`src/rtl/pwm_multi_dac.sv`:
```
// ---------------------------------------------------------------------------
// pwm_multi_dac
//
// Multi-channel PWM DAC with double-buffered duty words.
//
// A single WIDTH-bit period counter is shared by all channels. Each channel
// has an active duty register, which drives the comparator, and a shadow
// register, which the sample handshake loads. All shadows share one
// shadow_full flag. The shadow set moves into the active set only at the
// period boundary (the last count of a period). Every duty change therefore
// lands on a period edge and reaches all channels in the same cycle.
//
// When a boundary arrives with no new sample pending, the previous duties
// repeat. This is an underrun.
//
// Build option:
//   PWM_MULTI_DAC_UNDERRUN_EN -- when defined, underrun_count counts the
//   boundaries that found shadow_full clear, saturating at 16'hFFFF. When
//   undefined, underrun_count is tied to zero. The port list is the same in
//   both builds.
//
// Reset is synchronous and active-high. It wins over every other input in
// the same cycle.
// ---------------------------------------------------------------------------
module pwm_multi_dac #(
  parameter int CHANNELS = 2,  // 1..8
  parameter int WIDTH    = 10  // 2..16, period = 2**WIDTH cycles
) (
  input  logic                      clk,
  input  logic                      rst,
  input  logic                      en,
  input  logic                      sample_valid,
  output logic                      sample_ready,
  input  logic [CHANNELS*WIDTH-1:0] sample_data,
  output logic [CHANNELS-1:0]       pwm_out,
  output logic                      period_start,
  output logic [15:0]               underrun_count
);

  localparam logic [WIDTH-1:0] CNT_LAST = {WIDTH{1'b1}};

  logic [WIDTH-1:0]    cnt;
  logic [WIDTH-1:0]    active [CHANNELS];
  logic [WIDTH-1:0]    shadow [CHANNELS];
  logic                shadow_full;
  logic                boundary;
  logic                accept;
  logic                swap;
  logic [CHANNELS-1:0] pwm_next;

  // The boundary is the last count of a running period.
  assign boundary = en && (cnt == CNT_LAST);

  // The shadow set moves into the active set only at a boundary that has a
  // pending sample.
  assign swap = boundary && shadow_full;

  // Ready depends only on registered state. On a swap cycle shadow_full is
  // still 1, so a new sample cannot collide with the copy. The new sample is
  // taken one cycle later.
  assign sample_ready = ~shadow_full;
  assign accept       = sample_valid && sample_ready;

  // Period counter: runs while enabled, wraps naturally, and parks at 0
  // while disabled so that re-enabling starts a fresh period.
  always_ff @(posedge clk) begin
    // NOTE: registered state always uses non-blocking assignments. Every
    // always_ff then reads pre-edge values, whatever order the blocks
    // evaluate in.
    if (rst) begin
      cnt <= '0;
    end else if (en) begin
      cnt <= cnt + 1'b1;
    end else begin
      cnt <= '0;
    end
  end

  // Shadow registers and their shared full flag: the handshake loads them,
  // and a swap drains them.
  always_ff @(posedge clk) begin
    // NOTE: the duty arrays are ordinary flops, not RAM. Clearing them here
    // guarantees that the outputs stay low after reset until a real sample
    // arrives.
    if (rst) begin
      shadow_full <= 1'b0;
      for (int i = 0; i < CHANNELS; i++) begin
        shadow[i] <= '0;
      end
    end else if (accept) begin
      shadow_full <= 1'b1;
      for (int i = 0; i < CHANNELS; i++) begin
        shadow[i] <= sample_data[i*WIDTH +: WIDTH];
      end
    end else if (swap) begin
      shadow_full <= 1'b0;
    end
  end

  // Active duty registers: all channels change together, and only on a
  // swap.
  always_ff @(posedge clk) begin
    if (rst) begin
      for (int i = 0; i < CHANNELS; i++) begin
        active[i] <= '0;
      end
    end else if (swap) begin
      for (int i = 0; i < CHANNELS; i++) begin
        active[i] <= shadow[i];
      end
    end
  end

  // Per-channel comparator: a channel is high while the count is below its
  // duty. This gives exactly D high cycles per period.
  always_comb begin
    // NOTE: the whole vector gets a default before any conditional write.
    // That way no bit can hold its value and infer a latch.
    pwm_next = '0;
    for (int i = 0; i < CHANNELS; i++) begin
      pwm_next[i] = en && (cnt < active[i]);
    end
  end

  // Output register: one cycle of latency on the waveforms and on the
  // period marker.
  always_ff @(posedge clk) begin
    if (rst) begin
      pwm_out      <= '0;
      period_start <= 1'b0;
    end else begin
      pwm_out      <= pwm_next;
      period_start <= boundary;
    end
  end

`ifdef PWM_MULTI_DAC_UNDERRUN_EN
  // Underrun counter: a boundary that finds no pending sample counts once.
  // The counter saturates instead of wrapping.
  always_ff @(posedge clk) begin
    if (rst) begin
      underrun_count <= '0;
    end else if (boundary && !shadow_full && (underrun_count != 16'hFFFF)) begin
      underrun_count <= underrun_count + 16'd1;
    end
  end
`else
  // Underrun tracking is compiled out. The port reads a constant zero.
  assign underrun_count = '0;
`endif

endmodule

```
`config.mk`:
```
export PLATFORM = sky130hd
export DESIGN_NAME = pwm_multi_dac
export DESIGN_NICKNAME = d
export VERILOG_FILES = /design/src/rtl/pwm_multi_dac.sv
export SDC_FILE = /design/constraint.sdc
export NUM_CORES = 1
export LEC_CHECK = 0
export BUFFER_PORTS_ARGS = -buffer_cell sky130_fd_sc_hd__buf_2
export CAP_MARGIN = 40
export CORE_MARGIN = 3
export CORE_UTILIZATION = 35
export DETAILED_ROUTE_END_ITERATION = 16
export GPL_TIMING_DRIVEN = 0
export MAX_ROUTING_LAYER = met4
export PLACE_DENSITY = 0.57
export SETUP_SLACK_MARGIN = 0.15
export SYNTH_ARGS = -nofsm -noshare
export SYNTH_HDL_FRONTEND = slang
export SYNTH_SLANG_ARGS = --single-unit
```
`constraint.sdc`:
```
create_clock -name clk -period 5 [get_ports clk]
set_input_delay 1 -clock clk [delete_from_list [all_inputs] [get_ports clk]]
set_output_delay 1 -clock clk [all_outputs]
set_load 0.005 [all_outputs]
```
=== Word-level counts from Yosys, hierarchy flattened ===
Memories as Yosys holds them, arrays and structs flattened.
Cells that the tools add are included.

* Reductions and logical operators: 7
* Multiplexer cells: 14
* Order comparisons: 2
* Add/subtract/negate cells: 1
* Bitwise logic cells: 6
* Eq/ne operators: 1

{| class="wikitable"
|+ Operators with widths
! operator !! number
|-
| 10-bit two-way mux || 4
|-
| 10-bit < comparator || 2
|-
| 10-bit by 1-bit adder with 10-bit output (second input constant) || 1
|-
| 10-bit == test (second input constant) || 1
|-
| 1-bit two-way mux || 10
|-
| 1-bit logical AND || 5
|-
| 1-bit bitwise OR || 4
|-
| 1-bit NOT || 2
|-
| 2-bit nonzero test || 1
|-
| 2-bit OR reduction || 1
|}

* Memories kept: 2
* Bits in writable memories: 40
* Logic and storage cells: 37
* Flip-flop bits (word level): 14
* Bits of input ports: 24

{| class="wikitable"
|+ Memory list
! name !! words !! width !! read ports !! clocked after memory_dff !! write ports !! line !! RTL
|-
| active || 2 || 10 || 2 || 0 || 2 || 43 || <nowiki>logic [WIDTH-1:0] active [CHANNELS];</nowiki>
|-
| shadow || 2 || 10 || 2 || 0 || 2 || 44 || <nowiki>logic [WIDTH-1:0] shadow [CHANNELS];</nowiki>
|}

=== Depth between registers and ports, before layout ===
* Depth after elaboration: 7
* Mapped depth: 6
* Gate-level depth less buffers: 6

=== Worst setup path after synthesis ===
No wires, ideal clock.

* Path type: input-to-reg
* Start: input sample_valid
* End: memory shadow[0][0] (enable)
* Setup time: 0.379 ns
* Path slack: 3.079 ns
* Required time: 4.621 ns
* Arrival time: 1.541 ns
* Buffers on the path: 0
* Stages on the path: 2
* Path through: nand2_1 -> nand2b_1

{| class="wikitable"
|+ RTL lines
! item !! line !! RTL
|-
| start: declaration || 32 || <nowiki>input logic sample_valid,</nowiki>
|-
| end: declaration || 44 ||
|}

==> run summary <==
Reg2Reg Depth -> 4
Initial Util -> 0.371
CTS sink count -> 54
RR Endpoint -> active[0][1]
Routed vias/inst -> 4.19
Cts bufs inserted -> 5
Sequential share of power -> 0.596
Asr flop ratio synth -> 0
Pleak -> 0.00134 uW
Fillers -> 695
XOR/XNOR Fraction of Synth Area -> 0.0270
Clk pwr share -> 0.341
IO Port Bufs -> 27
Clk_skew -> 0.00681 ns
CP max stage cell -> a31o_2
Max Cap Viol -> 0
Hold WC Path Type -> reg -> reg
DRC errors left -> 0
Worst setup path class -> reg -> reg
Post-CTS Setup Repair Bufs -> 0
Mean Syn Cell Area -> 11.7 sq um
Number of H-tree levels -> 2
Synthesized instance count -> 221
Post-CTS Hold Buffers -> 0
Switching fraction of total power -> 0.203
Final wirelength -> 3900 microns
Placer congestion estimate -> 0.787
Number of cell rows -> 30
WL/cell -> 10.6 microns
Largest net degree at the start of global routing -> 22
Placed instance count -> 360
Hpwl dp -> 2920 microns
Final total negative setup slack -> 0 ns
Skew-Pair Late Insertion Delay -> 0.31 ns
PostCTS Resize Cnt -> 0
Clock Path Buffers -> 2
Sw power -> 172 uW
CTS tree -> built
Worst R2R Setup Slack -> 2.97 ns
Crit path from -> cnt[1]
Total gr overflow -> 0
Fin. Hold Viols -> 0
Least-Margin Pin Slew -> 0.525 ns
Fin crit period -> 2.03 ns
GRT Total Usage -> 0.103
Compound-cell area share of the yosys netlist -> 0.0343
FF+latch count, synth -> 54
Area share of fa/ha/maj cells after synthesis -> 0.0917
CP Max Fanout -> 21
Netlist Area Pre-Place -> 2590 sq um
Commonest non-fill, non-tap cell in the layout -> and2_1
Slew headroom -> 0.650
Crit end category -> flip-flop
Drt first pass iters -> 4
Period utilisation layout -> 0.405
Clock slew at reported path FFs -> 0.10 ns
Fin cells -> 368
Combinational Power Share -> 0.062
# setup viols final -> 0
Antenna violations before repair -> 0
Die X-Extent -> 92.0 microns
Die Area -> 8470 sq um
Worst Hold Slack -> 0.521 ns
Worst Setup EP -> active[0][1]
Worst setup SP type -> flip-flop
Slew Limit Fails -> 0
Most frequent cells in the layout -> and2_1, edfxtp_1, buf_2
# IOs -> 44
Status -> complete, no violations
Int Pwr -> 676 uW
Yosys warnings -> 0
Max Freq -> 493 MHz
Yosys cell types -> 26
Worst path required time -> 4.95 ns
Vias in the first global route -> 1404
Antenna Nets Post-Route -> 0
# diodes -> 0
Cell Area, Placed -> 2910 sq um
Cell Chain, Critical Path -> ha_1 -> and4_1 -> and3_1 -> a31o_2
Area growth syn-to-layout -> 16.7%
Post-synthesis sequential area ratio -> 0.572
Final instance area -> 3020 sq um
RSZ-0062 raised after global routing -> false
First-pass GRT wire length -> 6560 microns
Pwr/cell area -> 280 nW/um^2
EDFF count, synth -> 40
Core area -> 6980 sq um
Largest family of logic cells by synthesized area -> simple AND/OR/NAND/NOR gates
Worst hold path stage count -> 1
Ys flop type -> edfxtp_1
Max rail drop VDD -> 0.179 mV
Die height -> 92.0 microns
Synth Area in Simple Gates -> 0.187
Routed vias -> 1542
Final nets -> 314
Reg-to-reg startpoint -> cnt[1]
Data arrival, critical path -> 1.97 ns
Starting DRC count in detailed routing -> 43
Root Buffer -> clkbuf_8
Mux contribution to synthesized area -> 0
Share of post-route cells with drive strength above 1 -> 0.202
Crit-path max cell delay -> 0.51 ns
[area by class of cell]
class | instances | area [sq um] | share of cell area
tap | 96 | 120 | 0.0397
sequential | 54 | 1480 | 0.490
inverter | 19 | 71.3 | 0.0236
clock buffer | 6 | 72.6 | 0.0240
timing repair buffer | 28 | 146 | 0.0484
clock inverter | 2 | 37.5 | 0.0124
buffer | 21 | 154 | 0.0509
multi-input combinational | 142 | 941 | 0.311
[registers in the layout (all words and copies together), names as in the netlist]
register      count
active           20
period_start      1
pwm_out           2
cnt              10
shadow_full       1
shadow           20
[how the worst min path moves through the flow]
stage,startpoint,to,slack (ns)
finish,shadow[0][14],active[0][14],0.52
global route,shadow[0][19],active[0][19],0.54
CTS,shadow[0][18],active[0][18],0.52
detailed placement,shadow[0][1],active[0][1],0.50
global placement,shadow[0][7],active[0][7],0.50
floorplan,cnt[0],cnt[0],0.44
[synth_stat cells, drive strengths merged, types with 4 or more instances]
cell type	count	area, sq um
and2	42	263
edfxtp	40	1200
ha	19	238
inv	19	71.3
buf	18	143
dfxtp	14	280
nor2	14	52.6
xor2	7	61.3
a21oi	6	30.0
nand4	6	37.5
nand3	5	25.0
nand2b	4	25.0
nor3	4	20.0
o21ai	4	20.0
[power groups by stage]
| stage | clock, uW | sequential (uW) | combinational (uW) |
|---|---|---|---|
| 6_report | 289 | 506 | 52.9 |
| 2_1_floorplan | 0 | 515 | 35.2 |
| 4_1_cts | 300 | 506 | 53.3 |
| 3_5_place_dp | 0 | 517 | 53.2 |
| 5_1_grt | 320 | 508 | 61.2 |
| 3_3_place_gp | 0 | 516 | 51.1 |
[layer usage]
metal	wire length, microns	share of wire	GRT usage
met5	0	0	-
met4	67	0.017	0.0408
met3	273	0.070	0.0287
met2	1730	0.44	0.157
met1	1830	0.47	0.129
[critical path, delay by kind of cell (launching register included)]
family                   cells  cell delay, ns
AO/OA/AOI/OAI                1            0.51
adder cells (fa/ha/maj)      1            0.25
flip-flops                   1            0.46
AND/OR/NAND/NOR              2            0.44
[per-stage QoR]
stage	total power, uW	util	worst slack [ns]
6_report	848	0.433	2.97
5_1_grt	889	0.433	2.81
4_1_cts	860	0.433	2.93
3_5_place_dp	570	0.417	2.91
3_3_place_gp	568	0.416	2.75
2_1_floorplan	550	-	3.08
[kinds of logic after synthesis]
group                    count (synthesis)
AND/OR/NAND/NOR                         84
flip-flops                              54
buffers and inverters                   40
adder cells (fa/ha/maj)                 19
AO/OA/AOI/OAI                           15
XOR/XNOR                                 8
other                                    1
(Power assumes the default switching activity.)
